===== src/rtl/tof_frame_scheduler_if.sv =====
// Sensor, capture-engine, surface-build and status signals of the ToF frame scheduler.
// The scheduler side uses the master modport; the surrounding chain uses slave.
interface tof_frame_scheduler_if #(
    parameter int N_SENS = 8
);
    logic              trig;
    logic [N_SENS-1:0] sens_en;
    logic [N_SENS-1:0] sens_drdy;
    logic              cap_start;
    logic [2:0]        cap_sens;
    logic              cap_done;
    logic              cap_err;
    logic              surf_start;
    logic              surf_done;
    logic              busy;
    logic [N_SENS-1:0] captured;
    logic              frame_done;
    logic              frame_err;

    modport master (
        input  trig, sens_en, sens_drdy, cap_done, cap_err, surf_done,
        output cap_start, cap_sens, surf_start, busy, captured, frame_done, frame_err
    );

    modport slave (
        output trig, sens_en, sens_drdy, cap_done, cap_err, surf_done,
        input  cap_start, cap_sens, surf_start, busy, captured, frame_done, frame_err
    );
endinterface


===== src/rtl/tof_frame_scheduler.sv =====
// Frame scheduler: round-robin grants of the shared capture engine, then surface build.
// Optional per-grant timeout is enabled by defining TOF_SCHED_TIMEOUT_EN.
module tof_frame_scheduler #(
    parameter int N_SENS      = 8,
    parameter int TIMEOUT_CYC = 4096
) (
    input logic                   clk,
    input logic                   rst,
    tof_frame_scheduler_if.master bus
);
    // state   | meaning
    // IDLE    | waiting for trig
    // ARB     | picking next pending+ready sensor
    // CAPTURE | capture engine busy on cap_sens
    // BUILD   | surface build running (or skipped if nothing captured)
    // DONE    | one-cycle frame_done
    typedef enum logic [2:0] {IDLE, ARB, CAPTURE, BUILD, DONE} state_t;

    state_t            state_q, state_d;
    logic [N_SENS-1:0] pend_q, pend_d, captured_q, captured_d, req;
    logic [2:0]        rr_q, rr_d, cap_sens_q, cap_sens_d, win, idx;
    logic              req_any, tmr_tc;
    logic              frame_err_q, frame_err_d;
    logic              cap_start_q, cap_start_d;
    logic              surf_start_q, surf_start_d;
    logic              frame_done_q, frame_done_d;
    logic              busy_q;

`ifdef TOF_SCHED_TIMEOUT_EN
    logic [12:0] tmr_q;

    // Down-counter reloaded on every state change; terminal count is zero.
    always_ff @(posedge clk or posedge rst) begin
        if (rst)
            tmr_q <= '0;
        else if (state_d != state_q)
            tmr_q <= 13'(TIMEOUT_CYC - 1);
        else if (tmr_q != '0)
            tmr_q <= tmr_q - 13'd1;
    end

    assign tmr_tc = (tmr_q == '0) && (state_q == ARB || state_q == CAPTURE);
`else
    logic unused_timeout_cfg;
    assign unused_timeout_cfg = (TIMEOUT_CYC != 0);
    assign tmr_tc = 1'b0;
`endif

    // Scan from highest offset down so the closest request at/after rr wins.
    always_comb begin
        req     = pend_q & bus.sens_drdy;
        win     = '0;
        idx     = '0;
        req_any = 1'b0;
        for (int i = N_SENS - 1; i >= 0; i--) begin
            idx = 3'((int'(rr_q) + i) % N_SENS);
            if (req[idx]) begin
                win     = idx;
                req_any = 1'b1;
            end
        end
    end

    always_comb begin
        state_d      = state_q;
        pend_d       = pend_q;
        captured_d   = captured_q;
        frame_err_d  = frame_err_q;
        rr_d         = rr_q;
        cap_sens_d   = cap_sens_q;
        cap_start_d  = 1'b0;
        surf_start_d = 1'b0;
        frame_done_d = 1'b0;
        case (state_q)
            IDLE: begin
                if (bus.trig) begin
                    pend_d      = bus.sens_en;
                    captured_d  = '0;
                    frame_err_d = 1'b0;
                    if (bus.sens_en == '0) begin
                        state_d      = DONE;
                        frame_done_d = 1'b1;
                    end else begin
                        state_d = ARB;
                    end
                end
            end
            ARB: begin
                if (req_any) begin
                    cap_sens_d  = win;
                    rr_d        = (win == 3'(N_SENS - 1)) ? 3'd0 : win + 3'd1;
                    cap_start_d = 1'b1;
                    state_d     = CAPTURE;
                end else if (tmr_tc) begin
                    frame_err_d  = 1'b1;
                    pend_d       = '0;
                    state_d      = BUILD;
                    surf_start_d = (captured_q != '0);
                end
            end
            CAPTURE: begin
                if (bus.cap_err || bus.cap_done || tmr_tc) begin
                    if (bus.cap_done && !bus.cap_err)
                        captured_d[cap_sens_q] = 1'b1;
                    else
                        frame_err_d = 1'b1;
                    pend_d[cap_sens_q] = 1'b0;
                    if (pend_d != '0) begin
                        state_d = ARB;
                    end else begin
                        state_d      = BUILD;
                        surf_start_d = (captured_d != '0);
                    end
                end
            end
            BUILD: begin
                if (captured_q == '0 || bus.surf_done) begin
                    state_d      = DONE;
                    frame_done_d = 1'b1;
                end
            end
            DONE:    state_d = IDLE;
            default: state_d = IDLE;
        endcase
    end

    always_ff @(posedge clk or posedge rst) begin
        if (rst) begin
            state_q      <= IDLE;
            pend_q       <= '0;
            captured_q   <= '0;
            frame_err_q  <= 1'b0;
            rr_q         <= '0;
            cap_sens_q   <= '0;
            cap_start_q  <= 1'b0;
            surf_start_q <= 1'b0;
            frame_done_q <= 1'b0;
            busy_q       <= 1'b0;
        end else begin
            state_q      <= state_d;
            pend_q       <= pend_d;
            captured_q   <= captured_d;
            frame_err_q  <= frame_err_d;
            rr_q         <= rr_d;
            cap_sens_q   <= cap_sens_d;
            cap_start_q  <= cap_start_d;
            surf_start_q <= surf_start_d;
            frame_done_q <= frame_done_d;
            busy_q       <= (state_d != IDLE);
        end
    end

    assign bus.cap_start  = cap_start_q;
    assign bus.cap_sens   = cap_sens_q;
    assign bus.surf_start = surf_start_q;
    assign bus.busy       = busy_q;
    assign bus.captured   = captured_q;
    assign bus.frame_done = frame_done_q;
    assign bus.frame_err  = frame_err_q;
endmodule

===== src/flat_wrapper.sv =====
// flat-port wrapper written by rule: the top's interface ports become plain ports
module tof_frame_scheduler_flat 
#(
    parameter int N_SENS      = 8,
    parameter int TIMEOUT_CYC = 4096
)
  (clk, rst, bus_trig, bus_sens_en, bus_sens_drdy, bus_cap_done, bus_cap_err, bus_surf_done, bus_cap_start, bus_cap_sens, bus_surf_start, bus_busy, bus_captured, bus_frame_done, bus_frame_err);
  tof_frame_scheduler_if #(.N_SENS(N_SENS)) bus_i ();
  input logic clk;
  input logic rst;
  input wire logic [$bits(bus_i.trig)-1:0] bus_trig;
  input wire logic [$bits(bus_i.sens_en)-1:0] bus_sens_en;
  input wire logic [$bits(bus_i.sens_drdy)-1:0] bus_sens_drdy;
  input wire logic [$bits(bus_i.cap_done)-1:0] bus_cap_done;
  input wire logic [$bits(bus_i.cap_err)-1:0] bus_cap_err;
  input wire logic [$bits(bus_i.surf_done)-1:0] bus_surf_done;
  output wire logic [$bits(bus_i.cap_start)-1:0] bus_cap_start;
  output wire logic [$bits(bus_i.cap_sens)-1:0] bus_cap_sens;
  output wire logic [$bits(bus_i.surf_start)-1:0] bus_surf_start;
  output wire logic [$bits(bus_i.busy)-1:0] bus_busy;
  output wire logic [$bits(bus_i.captured)-1:0] bus_captured;
  output wire logic [$bits(bus_i.frame_done)-1:0] bus_frame_done;
  output wire logic [$bits(bus_i.frame_err)-1:0] bus_frame_err;
  assign bus_i.trig = bus_trig;
  assign bus_i.sens_en = bus_sens_en;
  assign bus_i.sens_drdy = bus_sens_drdy;
  assign bus_i.cap_done = bus_cap_done;
  assign bus_i.cap_err = bus_cap_err;
  assign bus_i.surf_done = bus_surf_done;
  assign bus_cap_start = bus_i.cap_start;
  assign bus_cap_sens = bus_i.cap_sens;
  assign bus_surf_start = bus_i.surf_start;
  assign bus_busy = bus_i.busy;
  assign bus_captured = bus_i.captured;
  assign bus_frame_done = bus_i.frame_done;
  assign bus_frame_err = bus_i.frame_err;
  tof_frame_scheduler #(.N_SENS(N_SENS), .TIMEOUT_CYC(TIMEOUT_CYC)) u_core (.clk(clk), .rst(rst), .bus(bus_i));
endmodule

===== config.mk =====
export PLATFORM = sky130hd
export DESIGN_NAME = tof_frame_scheduler_flat
export DESIGN_NICKNAME = d
export VERILOG_FILES = /design/src/rtl/tof_frame_scheduler_if.sv /design/src/rtl/tof_frame_scheduler.sv /design/src/flat_wrapper.sv
export SDC_FILE = /design/constraint.sdc
export NUM_CORES = 1
export LEC_CHECK = 0
export ABC_AREA = 1
export BUFFER_PORTS_ARGS = -buffer_cell sky130_fd_sc_hd__buf_2
export CORE_UTILIZATION = 35
export DETAILED_ROUTE_END_ITERATION = 8
export PLACE_DENSITY = 0.54
export REMOVE_ABC_BUFFERS = 1
export SETUP_SLACK_MARGIN = 0.05
export SYNTH_ARGS = -nofsm -noshare
export SYNTH_HDL_FRONTEND = slang
export SYNTH_SLANG_ARGS = --single-unit
export TNS_END_PERCENT = 30

===== constraint.sdc =====
create_clock -name clk -period 2.68 [get_ports clk]
set_input_delay 0.536 -clock clk [delete_from_list [all_inputs] [get_ports clk]]
set_output_delay 0.536 -clock clk [all_outputs]
set_load 0.01 [all_outputs]

==> results of run 1 <==
-- placed cells by master, fill, tap and decap left out, types with 2 or more instances in the layout --
cell,count
a21oi_1,18
a21oi_2,2
a22o_1,2
a31oi_1,3
buf_2,37
buf_4,7
clkbuf_8,6
dfrtp_1,29
ha_1,3
inv_1,31
inv_2,6
inv_4,2
nand2_1,66
nand2_2,8
nand2_4,2
nand3_1,46
nand3_2,12
nand4_1,2
nor2_1,24
nor2_2,2
nor3_1,9
nor4_1,3
o21ai_0,18
o21ai_1,7
or2_2,3
xnor2_1,2
-- Yosys cell counts, types with 4 or more instances --
cell type   n
a21oi_1    18
clkbuf_1    4
dfrtp_1    30
ha_1        4
inv_1      31
inv_2       6
nand2_1    66
nand2_2     8
nand3_1    46
nand3_2    12
nor2_1     24
nor3_1      9
o21ai_0    18
o21ai_1     7
-- worst max-delay path: stages, from the launching register on --
cell and delay (ns):
dfrtp_2 0.44, ha_1 0.26, xor2_1 0.25, nand3_1 0.14
nand2_2 0.15, inv_1 0.05, nand3_1 0.06, nand3_1 0.07
nand2_1 0.06, nand2_1 0.05, nand2_1 0.07, a21boi_1 0.07
ha_1 0.20, ha_1 0.29, nand2_1 0.07, o21ai_1 0.05
-- area by class of cell --
cell class                      count  area share
Clock inverter                      1     0.00188
Sequential cell                    30       0.282
Multi-Input combinational cell    243       0.501
Clock buffer                        7      0.0324
Timing Repair Buffer               44      0.0892
Tap cell                           77      0.0362
Inverter                           39      0.0568
-- cell families (layout without fill, tap and decap cells) --
kind of cell / count (synthesis) / count (layout) / share of synthesized area
AO/OA/AOI/OAI: 53 / 53 / 0.128
flip-flops: 30 / 30 / 0.329
AND/OR/NAND/NOR: 182 / 182 / 0.411
adder cells (fa/ha/maj): 4 / 4 / 0.0219
XOR/XNOR: 4 / 4 / 0.0187
buffers and inverters: 48 / 91 / 0.0905
-- stage by stage --
stage,setup WS [ns],std cells,instance area [um2]
floorplan,0.220,312,2230
global placement,0.185,433,2560
detailed placement,0.116,433,2560
CTS,0.107,441,2650
global route,0.0681,441,2670
finish,0.266,441,2670
-- power groups by stage --
stage / logic (W) / clock network [W] / registers [W]
6_report: 0.00291 / 0.000380 / 0.000828
5_1_grt: 0.00330 / 0.000414 / 0.000856
4_1_cts: 0.00289 / 0.000396 / 0.000826
3_5_place_dp: 0.00288 / 0 / 0.000832
3_3_place_gp: 0.00287 / 0 / 0.000830
2_1_floorplan: 0.00216 / 0 / 0.000833
-- final timing paths --
kind	slack, ns	cells past startpoint	from	to
worst max-delay path	0.27	15	u_core.rr_q[0]	u_core.rr_q[2]
worst min-delay path	0.32	3	rst	u_core.bus.cap_start
worst max register to register	0.27	15	u_core.rr_q[0]	u_core.rr_q[2]
worst min register to register	0.50	2	u_core.bus.frame_err	u_core.bus.frame_err
max in group asynchronous	2.06	3	rst	u_core.rr_q[0]
min in group clk	0.50	2	u_core.bus.frame_err	u_core.bus.frame_err
-- registers in the layout, summed over array words and instances, names as in the netlist --
register and flops:
u_core.bus.captured 8, u_core.pend_q 8, u_core.bus.cap_sens 3, u_core.rr_q 3
u_core.state_q 3, u_core.bus.busy 1, u_core.bus.cap_start 1, u_core.bus.frame_done 1
u_core.bus.frame_err 1, u_core.bus.surf_start 1
-- per-layer routing --
layer | GRT usage | part of all wire | up-vias
met4 | 0.0621 | 0.018 | 0
met3 | 0.0407 | 0.059 | 12
met1 | 0.261 | 0.48 | 1014
li1 | - | - | 1157
met2 | 0.314 | 0.45 | 69
met5 | 0 | 0 | -
==> run_results.csv, run 1 <==
group,metric,value,unit
run_status,status,"completed",
timing,finalSetupTns,0,ns
detailed_routing,drt-initial-drc-count,88,
final_layout,multi_input_area,1340,um2
final_layout,syn_to_final_growth,16.8,%
global_routing,first_global_vias,2094,
global_routing,grt_max_degree,31,
synth,syn_area,2280,um2
power,power.leakage,1.37,nW
critical_path,cp.arrival,2.58,ns
clock_tree,cts_setup_buffers,0,
floorplan,io_pins,38,
critical_path,cp-start-kind,"register",
clock_tree,insertion_delay,0.28,ns
power,p_clk_frac,0.092,
power,pwr-share-comb,0.707,
clock_tree,cts_tree,"built",
synth,synth-seq-cells,30,
detailed_routing,drc,0,
detailed_routing,routed_wl,6.06,mm
clock_tree,clock-sinks,30,
timing,rsz0062_at_grt,"false",
synth,synth_top_area_frac,0.329,
synth,ys_seq_area_frac,0.329,
floorplan,start_util,0.361,
detailed_routing,avgRoutedWirePerCell,13.7,um
power,intPower,0.00190,W
placed_design,dpl.hpwl,4.88,mm
detailed_routing,antenna_left,0,
detailed_routing,firstDrtPassIters,4,
power,pwr-share-seq,0.201,
synth,synth_edf_count,0,
worst_hold_path,worstHoldPathType,"primary input to asynchronous set/reset pin",
final_layout,post_route_cells_drive_above_1_share,0.266,
floorplan,rows,29,
clock_tree,clock-root-buffer,"clkbuf_8",
clock_tree,cts.htree.levels,2,
final_layout,num_antenna_cells,0,
synth,yosysWarnings,0,
final_layout,final_nets,389,
timing,worst_slew_pin_slew,0.531,ns
critical_path,required,2.85,ns
clock_tree,cts.reportedPaths.clkPinSlew,0.06,ns
critical_path,crit_path_end_kind,"register",
timing,fin_crit_sh,0.901,
critical_path,critPathKind,"register to register",
timing,clock_skew,0.00470,ns
power,pwr_density_cell,1550,nW/um2
detailed_routing,route.vias.total,2252,
critical_path,critPathMaxFanout,5,
run,maxCapViolCount,0,
synth,ys_types,37,
power,swShare,0.539,
final_layout,seqCellArea,752,um2
synth,postSynth.asyncResetShare,1.00,
final_layout,fillers,684,
power,ir_drop,743,uV
floorplan,die_width,82.7,um
global_routing,antenna_found_initial,0,
synth,ys.flop_type,"dfrtp_1",
synth,synth_top_area_cell,"dfrtp_1",
placed_design,gp_congestion,0.890,
floorplan,core,6310,um2
timing,hold_ws,0.319,ns
clock_tree,clock_path_buffers,2,
synth,postSynthCellCount,321,
timing,slew_violations,0,
placed_design,io_buffer_count,37,
synth,synth_area_leaders,"dfrtp_1 33%, nand2_1 11%, nand3_1 10%, nand3_2 5.3%, inv_1 5.1%",
final_layout,final_core_util,0.422,
timing,hold_viol_final,0,
floorplan,die_h,82.7,um
global_routing,grt_pass1_wl,9.99,mm
floorplan,die_area,6840,um2
clock_tree,post_cts_resized,0,
timing,max_freq,414,MHz
clock_tree,ctsHoldBuffers,0,
global_routing,gr-total-overflow,0,
detailed_routing,via_per_inst,5.11,
power,power,0.00412,W
timing,relSlewSlack,0.644,
power,p_sw,0.00222,W
synth,postSynthAreaPerCell,7.11,um2
timing,finalCriticalPeriod,2.41,ns
clock_tree,numCtsBuffers,5,
global_routing,grt.total_usage,0.195,
timing,setup_violations,0,
(Power assumes the default switching activity.)
==> run 2: changes to the inputs <==
--- a/config.mk
+++ b/config.mk
@@ -5,7 +5,6 @@
 export SDC_FILE = /design/constraint.sdc
 export NUM_CORES = 1
 export LEC_CHECK = 0
-export ABC_AREA = 1
 export BUFFER_PORTS_ARGS = -buffer_cell sky130_fd_sc_hd__buf_2
 export CORE_UTILIZATION = 35
 export DETAILED_ROUTE_END_ITERATION = 8
==> run 2 against run 1 <==
Compared with the run above:
- the run now ends with DRC, setup timing left
- total power up 21%
- first-iteration DRC count is 130% higher
- clock skew increased by 0.0038 ns
- sequential cell count did not move
- non-clock buffer count increased by 51
- cell area increased by 23%
- register-to-register slack worse by 0.49 ns
- highest routed layer unchanged
- cell count stayed put
- die area grew 3.4%
- via count up 7.9%
- critical endpoint unchanged
- wire length increased by 15%
==> run_results.csv, run 2 <==
group,metric,value,unit
synth,yosysMostFrequentCell,"nand2_1",
synth,ys.flop_type,"dfrtp_1",
final_layout,mostFrequentLayoutCell,"buf_4",
synth,synth_top_area_frac,0.318,
critical_path,required,2.85,ns
critical_path,crit_start,"u_core.rr_q[0]",
placed_design,place_ws,-0.625,ns
run_status,status,"finished with violations",
worst_hold_path,worstHoldPathType,"primary input to asynchronous set/reset pin",
critical_path,critPathKind,"register to register",
final_layout,num_antenna_cells,0,
timing,setup_slack,-0.226,ns
timing,setup_violations,4,
synth,syn_area,2360,um2
timing,slew_violations,0,
floorplan,die_h,84.1,um
placed_design,io_buffer_count,37,
clock_tree,numCtsBuffers,5,
synth,synth_edf_count,0,
placed_design,gp_congestion,0.825,
timing,relSlewSlack,0.520,
clock_tree,clock-root-buffer,"clkbuf_8",
critical_path,cp.arrival,3.08,ns
final_layout,layout_common_cells,"51 x buf_4, 37 x buf_2, 35 x nand2_1",
timing,finalCriticalPeriod,2.91,ns
timing,hold_ws,0.323,ns
detailed_routing,drt-initial-drc-count,199,
power,pwr_density_cell,1520,nW/um2
detailed_routing,antenna_left,0,
detailed_routing,avgRoutedWirePerCell,15.8,um
clock_tree,insertion_delay,0.28,ns
synth,ys_seq_area_frac,0.318,
critical_path,critPathMaxFanout,3,
timing,clock_skew,0.00852,ns
detailed_routing,highest_layer,"met4",
timing,rsz0062_at_grt,"true",
critical_path,reg2reg_slack,-0.23,ns
critical_path,crit_path_end_kind,"register",
final_layout,post_route_cells_drive_above_1_share,0.390,
clock_tree,cts_tree,"built",
synth,synth_area_leaders,"dfrtp_1 32%, mux4_2 8.6%, nand2_1 5.9%, o21ai_0 4.5%, nor2_1 4.1%",
global_routing,grt_pass1_wl,11.8,mm
placed_design,dpl.hpwl,5.37,mm
critical_path,r2r_end,"u_core.rr_q[2]",
detailed_routing,m1WireLength,3.47,mm
synth,yosysWarnings,0,
global_routing,antenna_found_initial,0,
floorplan,io_pins,38,
floorplan,rows,29,
timing,hold_viol_final,0,
detailed_routing,drc,2,
timing,max_freq,344,MHz
critical_path,reg2reg_depth,10,
critical_path,timing.rr.start,"u_core.rr_q[0]",
global_routing,first_global_vias,2364,
global_routing,grt.total_usage,0.211,
clock_tree,ctsHoldBuffers,0,
timing,fin_crit_sh,1.08,
detailed_routing,firstDrtPassIters,6,
final_layout,final_nets,391,
power,power.leakage,1.50,nW
clock_tree,cts.reportedPaths.clkPinSlew,0.07,ns
run_status,violations,"DRC, setup timing",
detailed_routing,via_per_inst,5.51,
floorplan,start_util,0.367,
detailed_routing,routed_wl,6.96,mm
floorplan,die_width,84.1,um
synth,postSynthAreaPerCell,8.55,um2
synth,ys_types,54,
global_routing,grt_max_degree,31,
synth,postSynthCellCount,276,
critical_path,crit_end,"u_core.rr_q[2]",
synth,postSynth.asyncResetShare,1.00,
floorplan,die_area,7070,um2
run,maxCapViolCount,0,
global_routing,gr-total-overflow,0,
synth,synth_common_cells,"37 x nand2_1, 30 x dfrtp_1, 26 x nor2_1, 21 x o21ai_0, 18 x a21oi_1",
detailed_routing,route.met3.wl,250,um
critical_path,cp-start-kind,"register",
floorplan,core,6420,um2
detailed_routing,route.vias.total,2430,
final_layout,syn_to_final_growth,38.6,%
final_layout,final_core_util,0.509,
detailed_routing,wl_met2,3.19,mm
clock_tree,cts.htree.levels,2,
clock_tree,clock-sinks,30,
synth,synth_top_area_cell,"dfrtp_1",
synth,synth-seq-cells,30,
timing,worst_slew_pin_slew,0.714,ns
power,ir_drop,720,uV
clock_tree,clock_path_buffers,2,
-- run 2: changes by cell type after synthesis, sizes merged, moves of 7 or more --
| cell | previous run | this run |
|---|---|---|
| nand3 | 58 | 10 |
| nand2 | 76 | 37 |
| inv | 39 | 7 |
| mux4 | 0 | 9 |
| and2 | 1 | 8 |
| nor3 | 10 | 3 |
-- run 2: cell type report --
type,count,area [um2]
clock buffers,6,82.6
fillers,604,3150
flip-flops and latches,30,752
well taps,77,96.3
multi-input cells,224,1650
inverters,9,37.5
repair buffers,95,656
-- run 2: kinds of logic (layout without fill, tap and decap cells) --
kind of cell             Yosys count  after routing  synth area share
multiplexers                      18             18             0.129
AO/OA/AOI/OAI                     86             86             0.242
AND/OR/NAND/NOR                  112            112             0.233
adder cells (fa/ha/maj)            4              4            0.0212
buffers and inverters             22            110            0.0414
flip-flops                        30             30             0.318
XOR/XNOR                           4              4            0.0148
-- run 2: through the flow --
stage | area (um2) | instances | setup TNS (ns) | total power [W]
after floorplan | 2300 | 263 | -4.95 | 0.00273
after global placement | 3030 | 434 | -2.55 | 0.00408
after detailed placement | 3030 | 434 | -2.80 | 0.00409
after CTS | 3220 | 440 | -0.558 | 0.00480
after global routing | 3270 | 441 | -1.18 | 0.00541
final | 3270 | 441 | -0.642 | 0.00498
-- run 2: critical path, stage by stage, from the launching register on --
cell and delay, ns:
dfrtp_2 0.46, inv_4 0.08, mux2_4 0.29, mux4_2 0.51, a2111o_1 0.31, a311o_1 0.30, a221oi_2 0.30, ha_2 0.25
ha_4 0.19, nand2_2 0.05, o21ai_1 0.05
-- run 2: how the worst min path moves through the flow --
| stage | from | to | slack [ns] | cells after the start |
|---|---|---|---|---|
| finish | rst | u_core.bus.cap_sens[2] | 0.32 | 3 |
| CTS | rst | u_core.bus.captured[3] | 0.34 | 3 |
| global placement | u_core.bus.frame_err | u_core.bus.frame_err | 0.49 | 2 |
| global route | rst | u_core.bus.surf_start | 0.37 | 3 |
| floorplan | u_core.pend_q[3] | u_core.pend_q[3] | 0.52 | 1 |
| detailed placement | u_core.bus.frame_err | u_core.bus.frame_err | 0.49 | 2 |
-- run 2: metal layers --
| metal | up-vias | global-route usage |
|---|---|---|
| met4 | 0 | 0.0470 |
| met2 | 55 | 0.321 |
| li1 | 1206 | - |
| met5 | - | 0 |
| met1 | 1163 | 0.312 |
| met3 | 6 | 0.0356 |
-- run 2: what timing repair did --
item,in CTS,in global routing
setup endpoints to repair,8,7
endpoints found under the hold margin,0,0
gates resized for setup,26,10
pin swaps,7,1
setup buffers,0,1
-- run 2: where the power goes --
part,switching (W),internal [W]
sequential,0.000213,0.000618
combinational,0.00183,0.00195
clock,0.000165,0.000198
total,0.00221,0.00277
==> run 3: changes to the inputs <==
--- a/config.mk
+++ b/config.mk
@@ -8,7 +8,8 @@
 export BUFFER_PORTS_ARGS = -buffer_cell sky130_fd_sc_hd__buf_2
 export CORE_UTILIZATION = 35
 export DETAILED_ROUTE_END_ITERATION = 8
-export PLACE_DENSITY = 0.54
+export GPL_TIMING_DRIVEN = 0
+export PLACE_DENSITY = 0.56
 export REMOVE_ABC_BUFFERS = 1
 export SETUP_SLACK_MARGIN = 0.05
 export SYNTH_ARGS = -nofsm -noshare
==> constraint.sdc (replaced) <==
create_clock -name clk -period 2.54 [get_ports clk]
set_input_delay 0.508 -clock clk [delete_from_list [all_inputs] [get_ports clk]]
set_output_delay 0.508 -clock clk [all_outputs]
set_load 0.01 [all_outputs]
==> run 3 against run 2 <==
Compared with the run above:
- critical path type unchanged
- wire length rose by 1.0%
- cell count is 7.7% lower
- sequential power is 18% higher
- the flow still finishes with violations (DRC, setup timing)
==> run_results.csv, run 3 (same netlist as run 2, synthesis figures left out) <==
group,metric,value,unit
global_routing,first_global_vias,2266,
critical_path,reg2reg_depth,12,
timing,setup_violations,8,
critical_path,timing.rr.start,"u_core.rr_q[0]",
timing,worst_slew_pin_slew,1.13,ns
timing,finalSetupTns,-2.12,ns
timing,hold_viol_final,0,
final_layout,final_nets,355,
clock_tree,insertion_delay,0.28,ns
clock_tree,clock-root-buffer,"clkbuf_8",
timing,relSlewSlack,0.245,
critical_path,critPathMaxFanout,4,
clock_tree,cts.htree.levels,2,
timing,fin_crit_sh,1.19,
run,maxCapViolCount,0,
detailed_routing,drc,2,
worst_hold_path,holdPathStages,3,
detailed_routing,antenna_left,0,
final_layout,fin_area,3030,um2
power,power,0.00479,W
floorplan,start_util,0.367,
critical_path,cp.arrival,3.18,ns
timing,slew_violations,0,
clock_tree,cts_tree,"built",
power,pwr_density_cell,1580,nW/um2
timing,clock_skew,0.00469,ns
run_status,violations,"DRC, setup timing",
clock_tree,clock-sinks,30,
power,ir_drop,539,uV
critical_path,r2r_end,"u_core.rr_q[2]",
detailed_routing,drt-initial-drc-count,159,
global_routing,gr-total-overflow,0,
power,power.leakage,1.32,nW
clock_tree,ctsHoldBuffers,0,
placed_design,gp_congestion,0.850,
run_status,status,"finished with violations",
detailed_routing,routed_wl,7.03,mm
floorplan,die_area,7070,um2
final_layout,num_antenna_cells,0,
critical_path,required,2.70,ns
detailed_routing,route.vias.total,2363,
global_routing,grt_max_degree,31,
clock_tree,cts.reportedPaths.clkPinSlew,0.07,ns
clock_tree,numCtsBuffers,5,
placed_design,place_area,2590,um2
critical_path,critPathKind,"register to register",
floorplan,die_h,84.1,um
worst_hold_path,min-delay-start,"bus_sens_en[6]",
final_layout,post_route_cells_drive_above_1_share,0.333,
floorplan,die_width,84.1,um
global_routing,grt_pass1_wl,11.6,mm
final_layout,syn_to_final_growth,28.5,%
detailed_routing,firstDrtPassIters,7,
timing,rsz0062_at_grt,"true",
timing,setup_slack,-0.474,ns
global_routing,grt.total_usage,0.210,
detailed_routing,via_per_inst,5.81,
floorplan,io_pins,38,
worst_hold_path,worstHoldPathType,"primary input to register",
timing,finalCriticalPeriod,3.01,ns
placed_design,place_inst,378,
global_routing,antenna_found_initial,0,
critical_path,reg2reg_slack,-0.47,ns
floorplan,core,6420,um2
final_layout,final_cells,407,
placed_design,io_buffer_count,37,
worst_hold_path,holdPathEnd,"u_core.pend_q[6]",
critical_path,crit_path_end_kind,"register",
critical_path,cp-start-kind,"register",
floorplan,rows,29,
final_layout,mostFrequentLayoutCell,"buf_2",
placed_design,dpl.hpwl,4.87,mm
detailed_routing,avgRoutedWirePerCell,17.3,um
timing,max_freq,332,MHz
clock_tree,clock_path_buffers,2,
final_layout,layout_common_cells,"37 x buf_2, 36 x nand2_1, 27 x dfrtp_1",
final_layout,final_core_util,0.472,
==> run 3: worst max-delay path by stage <==
stage                    from        endpoint  slack [ns]  depth (start not counted)
2_1_floorplan  u_core.rr_q[0]  u_core.rr_q[2]       -0.83                         11
3_3_place_gp   u_core.rr_q[0]  u_core.rr_q[2]       -1.47                         11
3_5_place_dp   u_core.rr_q[0]  u_core.rr_q[2]       -1.56                         11
4_1_cts        u_core.rr_q[0]  u_core.rr_q[2]       -0.45                         12
5_1_grt        u_core.rr_q[0]  u_core.rr_q[2]       -0.58                         12
6_report       u_core.rr_q[0]  u_core.rr_q[2]       -0.47                         12
==> run 3: where the power goes <==
part / internal (W) / switching (W)
Combinational: 0.00163 / 0.00177
Clock: 0.000218 / 0.000188
Sequential: 0.000658 / 0.000325
Total: 0.00250 / 0.00228
==> run 3: final cells by class <==
| type | instances | area [um2] |
|---|---|---|
| Tap cell | 77 | 96.3 |
| Multi-Input combinational cell | 224 | 1650 |
| Clock buffer | 6 | 82.6 |
| Sequential cell | 30 | 757 |
| Inverter | 9 | 50.0 |
| Clock inverter | 2 | 12.5 |
| Timing Repair Buffer | 59 | 382 |
| Fill cell | 640 | 3390 |
==> run 3: what timing repair did <==
item                       4_1_cts  5_1_grt
hold endpoints to repair         0        0
setup endpoints to repair        9       11
gates resized for setup         38       10
cloned                           0        0
pin swaps                        5        1
setup buffers                   21        0
==> run 3: layer usage <==
| layer | share of wire | routed length (um) | vias to the layer above | track usage |
|---|---|---|---|---|
| met4 | 0.013 | 93 | 0 | 0.0549 |
| met1 | 0.48 | 3390 | 1141 | 0.300 |
| met3 | 0.042 | 295 | 13 | 0.0376 |
| met2 | 0.46 | 3250 | 70 | 0.328 |
| met5 | 0 | 0 | - | 0 |
| li1 | - | - | 1139 | - |
==> run 3: worst max-delay path, stage by stage (launching register included) <==
cell,delay [ns]
dfrtp_4,0.55
buf_12,0.15
buf_6,0.11
nand3_2,0.07
nand2_2,0.08
mux4_2,0.48
a2111o_1,0.30
a311o_1,0.29
a221oi_2,0.32
ha_2,0.24
ha_4,0.19
nand2_1,0.05
o21ai_1,0.06
==> run 3: stage by stage <==
step | setup slack, ns | hold slack [ns]
after detailed placement | -1.56 | 0.492
after global placement | -1.47 | 0.482
final | -0.474 | 0.437
after global routing | -0.581 | 0.432
after CTS | -0.454 | 0.433
after floorplan | -0.828 | 0.522
